<file path="src/rtl/mem_stage_if.sv">
// Pipeline register types shared by the MEM stage and its neighbours,
// plus the data-memory request/grant/response bus.
package mem_stage_pkg;

  typedef struct packed {
    logic [31:0] alu_result;
    logic [31:0] rs2_data;
    logic [4:0]  rd;
    logic        RegWrite;
    logic        MemRead;
    logic        MemWrite;
    logic        MemToReg;
  } ex_mem_t;

  typedef struct packed {
    logic [31:0] alu_result;
    logic [31:0] mem_data;
    logic [4:0]  rd;
    logic        RegWrite;
    logic        MemToReg;
  } mem_wb_t;

endpackage

interface mem_stage_if;
  logic        req;
  logic        we;
  logic [31:0] addr;
  logic [31:0] wdata;
  logic [3:0]  be;
  logic        gnt;
  logic        rvalid;
  logic [31:0] rdata;

  modport master (output req, we, addr, wdata, be, input gnt, rvalid, rdata);
  modport slave  (input req, we, addr, wdata, be, output gnt, rvalid, rdata);
endinterface

</file>
<file path="src/rtl/mem_stage.sv">
// MEM pipeline stage: owns EX/MEM and MEM/WB, issues word loads/stores on a
// req/gnt + rvalid bus and stalls the front end until each access completes.
module mem_stage
  import mem_stage_pkg::*;
#(
  parameter int TIMEOUT_CYCLES = 255
) (
  input  logic              clk,
  input  logic              rst_n,
  input  ex_mem_t           ex_mem_next,
  output ex_mem_t           ex_mem_q,
  output mem_wb_t           mem_wb_q,
  output logic              stall,
  mem_stage_if.master       dmem,
  output logic              bus_err,
  output logic              misalign_err,
  output logic              spurious_rsp
);

  localparam int CNT_W = $clog2(TIMEOUT_CYCLES + 1);
  localparam logic [CNT_W-1:0] CNT_LIM = CNT_W'(TIMEOUT_CYCLES - 1);

  typedef enum logic {IDLE, WAIT_RSP} state_t;

  state_t           state_q, state_d;
  logic [CNT_W-1:0] cnt_q, cnt_d;
  ex_mem_t          ex_mem_d;
  mem_wb_t          mem_wb_d;
  logic             req;
  logic             acc;
  logic             mis;
  logic             timeout;

  assign acc     = ex_mem_q.MemRead | ex_mem_q.MemWrite;
  assign mis     = acc & (ex_mem_q.alu_result[1:0] != 2'b00);
  assign timeout = (cnt_q == CNT_LIM);

  always_comb begin
    state_d      = state_q;
    stall        = 1'b0;
    req          = 1'b0;
    bus_err      = 1'b0;
    misalign_err = 1'b0;
    mem_wb_d     = '0;
    spurious_rsp = dmem.rvalid && (state_q == IDLE);

    case (state_q)
      IDLE: begin
        if (!acc) begin
          mem_wb_d.alu_result = ex_mem_q.alu_result;
          mem_wb_d.rd         = ex_mem_q.rd;
          mem_wb_d.RegWrite   = ex_mem_q.RegWrite;
          mem_wb_d.MemToReg   = ex_mem_q.MemToReg;
        end else if (mis) begin
          misalign_err = 1'b1;
        end else begin
          req = 1'b1;
          // A granted store is complete; a granted load still needs its response.
          if (dmem.gnt && ex_mem_q.MemWrite) begin
            stall = 1'b0;
          end else if (timeout) begin
            bus_err = 1'b1;
          end else begin
            stall = 1'b1;
            if (dmem.gnt) state_d = WAIT_RSP;
          end
        end
      end
      WAIT_RSP: begin
        if (dmem.rvalid) begin
          mem_wb_d.alu_result = ex_mem_q.alu_result;
          mem_wb_d.mem_data   = dmem.rdata;
          mem_wb_d.rd         = ex_mem_q.rd;
          mem_wb_d.RegWrite   = ex_mem_q.RegWrite;
          mem_wb_d.MemToReg   = ex_mem_q.MemToReg;
          state_d             = IDLE;
        end else if (timeout) begin
          bus_err = 1'b1;
          state_d = IDLE;
        end else begin
          stall = 1'b1;
        end
      end
      default: state_d = IDLE;
    endcase

    // Any unstalled cycle retires the current access, so the counter restarts.
    cnt_d    = stall ? cnt_q + CNT_W'(1) : '0;
    ex_mem_d = stall ? ex_mem_q : ex_mem_next;
  end

  always_ff @(posedge clk) begin
    if (!rst_n) begin
      state_q  <= IDLE;
      cnt_q    <= '0;
      ex_mem_q <= '0;
      mem_wb_q <= '0;
    end else begin
      state_q  <= state_d;
      cnt_q    <= cnt_d;
      ex_mem_q <= ex_mem_d;
      mem_wb_q <= mem_wb_d;
    end
  end

  assign dmem.req   = req;
  assign dmem.we    = ex_mem_q.MemWrite;
  assign dmem.addr  = {ex_mem_q.alu_result[31:2], 2'b00};
  assign dmem.wdata = ex_mem_q.rs2_data;
  assign dmem.be    = 4'hF;

endmodule

</file>
<file path="src/flat_wrapper.sv">
// flat-port wrapper written by rule: the top's interface ports become plain ports
module mem_stage_flat import mem_stage_pkg::*;
#(
  parameter int TIMEOUT_CYCLES = 255
)
  (clk, rst_n, ex_mem_next, ex_mem_q, mem_wb_q, stall, bus_err, misalign_err, spurious_rsp, dmem_req, dmem_we, dmem_addr, dmem_wdata, dmem_be, dmem_gnt, dmem_rvalid, dmem_rdata);
  mem_stage_if dmem_i ();
  input  logic clk;
  input  logic rst_n;
  input  ex_mem_t ex_mem_next;
  output ex_mem_t ex_mem_q;
  output mem_wb_t mem_wb_q;
  output logic stall;
  output logic bus_err;
  output logic misalign_err;
  output logic spurious_rsp;
  output wire logic [$bits(dmem_i.req)-1:0] dmem_req;
  output wire logic [$bits(dmem_i.we)-1:0] dmem_we;
  output wire logic [$bits(dmem_i.addr)-1:0] dmem_addr;
  output wire logic [$bits(dmem_i.wdata)-1:0] dmem_wdata;
  output wire logic [$bits(dmem_i.be)-1:0] dmem_be;
  input wire logic [$bits(dmem_i.gnt)-1:0] dmem_gnt;
  input wire logic [$bits(dmem_i.rvalid)-1:0] dmem_rvalid;
  input wire logic [$bits(dmem_i.rdata)-1:0] dmem_rdata;
  assign dmem_req = dmem_i.req;
  assign dmem_we = dmem_i.we;
  assign dmem_addr = dmem_i.addr;
  assign dmem_wdata = dmem_i.wdata;
  assign dmem_be = dmem_i.be;
  assign dmem_i.gnt = dmem_gnt;
  assign dmem_i.rvalid = dmem_rvalid;
  assign dmem_i.rdata = dmem_rdata;
  mem_stage #(.TIMEOUT_CYCLES(TIMEOUT_CYCLES)) u_core (.clk(clk), .rst_n(rst_n), .ex_mem_next(ex_mem_next), .ex_mem_q(ex_mem_q), .mem_wb_q(mem_wb_q), .stall(stall), .dmem(dmem_i), .bus_err(bus_err), .misalign_err(misalign_err), .spurious_rsp(spurious_rsp));
endmodule
</file>
<file path="config.mk">
export PLATFORM = sky130hd
export DESIGN_NAME = mem_stage_flat
export DESIGN_NICKNAME = d
export VERILOG_FILES = /design/src/rtl/mem_stage_if.sv /design/src/rtl/mem_stage.sv /design/src/flat_wrapper.sv
export SDC_FILE = /design/constraint.sdc
export NUM_CORES = 1
export LEC_CHECK = 0
export CAP_MARGIN = 20
export CORE_UTILIZATION = 28
export CTS_CLUSTER_DIAMETER = 40
export DETAILED_ROUTE_END_ITERATION = 10
export PLACE_DENSITY_LB_ADDON = 0.25
export SLEW_MARGIN = 20
export SYNTH_ARGS = -nofsm -noshare
export SYNTH_HDL_FRONTEND = slang
export SYNTH_SLANG_ARGS = --single-unit
</file>
<file path="constraint.sdc">
create_clock -name clk -period 3.7 [get_ports clk]
set_input_delay 0.925 -clock clk [delete_from_list [all_inputs] [get_ports clk]]
set_output_delay 0.925 -clock clk [all_outputs]
set_load 0.03 [all_outputs]
</file>
==> Word level (Yosys, flattened, before mapping) <==
Index checks and enable logic that the tools add are counted.
{ "word_totals": {"regBits": 153, "input_bits": 109, "output_inout_bits": 218, "wordCells": 53} }
{ "classes": {"addsub": 1, "eq_ne": 1, "mux": 29, "bitwise_logic": 3, "n_reduce_logical": 5} }
{ "ops": {"columns": ["operator", "n"], "rows": [
  ["$mux W71", 1],
  ["$pmux W32 S2", 1],
  ["$mux W32", 1],
  ["$mux W1", 21],
  ["$pmux W7 S2", 1],
  ["$add A8 B1 Y8 const B", 1],
  ["$eq A8 B8 Y1 const B", 1],
  ["$mux W7", 1],
  ["$pmux W1 S2", 3],
  ["$reduce_and A3 Y1", 1],
  ["$logic_and A1 B1 Y1", 2],
  ["$reduce_and A2 Y1", 1],
  ["$reduce_bool A2 Y1", 1],
  ["$and A1 B1 Y1", 1],
  ["$not A1 Y1", 1],
  ["$or A1 B1 Y1", 1]
]} }

==> Logic depth before layout (Yosys ltp) <==
{ "depth": {"depth_word": 7, "depth_mapped": 7} }

==> Worst setup path before layout <==
Ideal clock, no wire load.
{ "synth_path": {"path_type": "in2out", "start": "in dmem_gnt", "end": "out bus_err", "arrival_ps": 2091, "t_required_ps": 2775, "slack_ps": 684, "path_stages": 3, "path_buffers": 0, "cell_sequence": "a211o_1 > o21ba_4 > nor3_1"} }
{ "synth_via": {"elab_chain_cells": 5} }
{ "synth_rtl": {"columns": ["item", "line_no", "rtl"], "rows": [
  ["from (decl)", "flat_wrapper.sv:22", "input wire logic [$bits(dmem_i.gnt)-1:0] dmem_gnt;"],
  ["$logic_and A1 B1 Y1", "mem_stage.sv:59", "if (dmem.gnt && ex_mem_q.MemWrite) begin"],
  ["$mux W1", "mem_stage.sv:59", null],
  ["$mux W1", "mem_stage.sv:54", "end else if (mis) begin"],
  ["$mux W1", "mem_stage.sv:49", "if (!acc) begin"],
  ["$pmux W1 S2", "mem_stage.sv:47", "case (state_q)"],
  ["to (decl)", "flat_wrapper.sv:14", "output logic bus_err;"]
]} }
Every way passes these cells.

==> Worst setup path after layout <==
{ "layout_path": {"start": "in dmem_rvalid", "end": "out spurious_rsp"} }
{ "layout_via": {"elab_chain_cells": 1} }
{ "layout_rtl": {"columns": ["item", "line_no", "rtl"], "rows": [
  ["from (decl)", "flat_wrapper.sv:23", "input wire logic [$bits(dmem_i.rvalid)-1:0] dmem_rvalid;"],
  ["$logic_and A1 B1 Y1", "mem_stage.sv:45", "spurious_rsp = dmem.rvalid && (state_q == IDLE);"],
  ["to (decl)", "flat_wrapper.sv:16", "output logic spurious_rsp;"]
]} }
Every way passes these cells.

==> impl_metrics.py <==
metrics = {
    "yosys": {
        "synth_compound_area_frac": 0.00811,
        "syn-cell-area_um2": 5860,
        "synthXorXnorAreaFrac": 0.00897,
        "synthCells": 588,
        "synthMuxAreaShare": 0.125,
        "synth-seq-area-share": 0.523,
        "syn_area_per_cell_um2": 9.97,
        "synth_cell_type_count": 30,
        "yosysWarnings": 0,
        "synth_seq_cells": 153,
        "synth-simple-area-share": 0.199,
        "synth_adder_area_share": 0.00427,
        "synth_top_family_by_area": "simple AND/OR/NAND/NOR gates",
    },
    "critical_path": {
        "cp.required_ps": 2770,
        "max_stage_delay_ps": 680,
        "worstReg2RegEnd": "u_core.dmem.addr[4]$_SDFFE_PN0N_",
        "rr_startpoint": "u_core.dmem.we$_SDFFE_PN0N_",
        "crit_chain": "clkdlybuf4s50_1, nor2b_1, clkdlybuf4s50_1",
        "slowest_stage": "clkdlybuf4s50_1",
        "reg2regPathDepth": 5,
        "critPathArrivalTime_ps": 2270,
        "critical_path_buf_inv_count": 2,
        "endpoint_kind": "output port",
        "worstPathMaxFanout": 4,
        "start_kind": "input pin",
        "cpMostUsedCell": "clkdlybuf4s50_1",
        "critPathTopFamily": "buffers and inverters",
        "setup.worst_path.class": "input pin to output port",
        "r2r_slack_ps": 1790,
    },
    "floorplan": {
        "start_util": 0.288,
        "die-area_um2": 21500,
        "die_y_um": 147,
        "core-area_um2": 20400,
        "die_w_um": 147,
        "ios": 327,
        "row_count": 52,
    },
    "route": {
        "ant_nets": 0,
        "num_vias": 4522,
        "avgRoutedWirePerCell_um": 14.3,
        "drt_iter0_drc": 116,
        "routed_wl_um": 15900,
        "via_per_inst": 4.05,
        "detail_route.first_pass.iterations": 4,
        "drc": 0,
    },
    "sta": {
        "max_freq_ghz": 0.313,
        "worst_pin_slew_ps": 607,
        "setup_viol": 0,
        "drv_slew": 0,
        "min_period_over_period": 0.863,
        "fin_setup_tns_ps": 0,
        "finalHoldViolations": 0,
        "rsz0062_at_grt": "false",
        "period_minus_slack_ps": 3190,
        "maxSlewHeadroom": 0.595,
        "fin_skew_ps": 8.52,
    },
    "clocking": {
        "postCtsSetupBuffers": 0,
        "cts_resized": 0,
        "cts_buffers": 17,
        "cts.sinks": 153,
        "cts_max_path_buffers": 2,
        "clock-root-buffer": "clkbuf_16",
        "cts_htree_levels": 4,
        "clk_latency_ps": 420,
        "cts_hold_buf": 0,
        "cts_tree": "yes",
        "clk_pin_slew_ps": 60,
    },
    "global_route": {
        "antenna_found_initial": 0,
        "grt_max_degree": 82,
        "grt_pass1_wl_um": 23800,
        "gr-usage-all-layers": 0.146,
        "overflow": 0,
        "grt_pass1_vias": 4169,
    },
    "place": {
        "gp_congestion": 0.722,
        "dpl.cell_count": 1086,
        "dp_hpwl_um": 11300,
        "port_buffers": 320,
    },
    "layout": {
        "final_common_cell": "clkdlybuf4s50_1",
        "area_growth_pct": 58.7,
        "nNetsFinal": 946,
        "n_antenna_cell": 0,
        "final_cell_mix": "clkdlybuf4s50_1, dfxtp_1, nand2_1",
        "drive_above_1_share": 0.0532,
        "final_cells": 1116,
        "fill_cells": 1955,
    },
    "flow_run": {
        "max_cap_viol_count": 0,
    },
    "min_path": {
        "hp-start": "u_core.ex_mem_q[6]$_SDFFE_PN0N_",
        "min_path_cells": 2,
        "min_to": "u_core.ex_mem_q[6]$_SDFFE_PN0N_",
        "hp-class": "flip-flop to flip-flop",
    },
    "power_and_ir_drop": {
        "vdd.ir_drop.worst_mv": 0.441,
        "leakagePower_nw": 3.65,
        "p_per_area_nw_per_um2": 542,
    },
    "run_status": {
        "outcome": "complete, no violations",
    },
}
cells in the mapped netlist:
cell type | count | area (µm²)
and2_1 | 70 | 438
buf_4 | 69 | 518
inv_1 | 1 | 3.75
nor2b_1 | 2 | 12.5
dfxtp_1 | 153 | 3060
ha_1 | 2 | 25.0
and3_2 | 2 | 15.0
mux2i_1 | 73 | 731
xor2_1 | 3 | 26.3
o21bai_1 | 1 | 7.51
nor2_8 | 1 | 20.0
o21ba_4 | 1 | 16.3
buf_12 | 7 | 140
a21oi_1 | 1 | 5.00
nor2_1 | 5 | 18.8
o211a_1 | 1 | 10.0
nand4_1 | 1 | 6.26
buf_2 | 1 | 5.00
a211o_1 | 1 | 8.76
and2b_2 | 1 | 8.76
clkbuf_1 | 23 | 86.3
nor4b_1 | 1 | 8.76
conb_1 | 2 | 7.51
xnor2_1 | 3 | 26.3
nand2_1 | 147 | 552
buf_8 | 1 | 15.0
and2_2 | 1 | 7.51
nand3_1 | 4 | 20.0
nor3_1 | 3 | 15.0
and3_1 | 7 | 43.8
through the flow:
stage / hold WS (ps) / total power, mW / utilization / setup WS [ps] / area, µm²
after floorplan: 534 / 2.84 / - / 684 / 5880
after global placement: 457 / 3.29 / 0.427 / 518 / 8700
after detailed placement: 463 / 3.30 / 0.427 / 518 / 8700
after CTS: 472 / 5.11 / 0.457 / 508 / 9300
after global routing: 500 / 5.26 / 0.457 / 446 / 9300
final: 469 / 5.04 / 0.457 / 506 / 9300
registers in the layout (all words and copies together) (netlist names):
register	cells
u_core.mem_wb_q	71
u_core.dmem.wdata	32
u_core.dmem.addr	30
u_core.ex_mem_q	10
u_core.cnt_q	8
u_core.dmem.we	1
u_core.state_q	1
where the power goes:
group,total [mW],internal [mW],switching [mW]
clock,1.80,1.08,0.716
sequential,1.90,1.78,0.113
combinational,1.35,0.602,0.746
total,5.04,3.47,1.57
per-layer routing:
| layer | vias to the layer above | track usage | part of all wire |
|---|---|---|---|
| met5 | - | 0 | 0 |
| met4 | 0 | 0.0615 | 0.017 |
| met3 | 17 | 0.0406 | 0.065 |
| met2 | 175 | 0.241 | 0.48 |
| met1 | 2056 | 0.177 | 0.44 |
| li1 | 2274 | - | - |
how the worst max path moves through the flow:
stage | start | to | slack [ps] | cells past startpoint
floorplan | dmem_gnt | bus_err | 680 | 3
detailed placement | dmem_rvalid | spurious_rsp | 520 | 3
global placement | dmem_rvalid | spurious_rsp | 520 | 3
CTS | dmem_rvalid | spurious_rsp | 510 | 3
global route | dmem_rvalid | spurious_rsp | 450 | 3
finish | dmem_rvalid | spurious_rsp | 510 | 3
worst min-delay path, stage by stage, from the launching register on:
cell and delay, ps:
dfxtp_1 310, nand2_1 50, mux2i_1 50
cell families after synthesis:
family          count (synthesis)
simple gates                  245
flops                         153
buf+inv                       102
mux                            73
xor+xnor                        6
compound gates                  5
fa+ha+maj                       2
other cells                     2
area by class of cell:
cell class | instances | area, µm² | area share
tap | 270 | 338 | 0.0363
clock buffer | 18 | 439 | 0.0472
inverter | 1 | 3.75 | 0.000403
timing repair buffer | 325 | 3250 | 0.349
multi-input combinational | 337 | 2050 | 0.220
clock inverter | 12 | 166 | 0.0179
sequential | 153 | 3060 | 0.329
(Power assumes the default switching activity.)
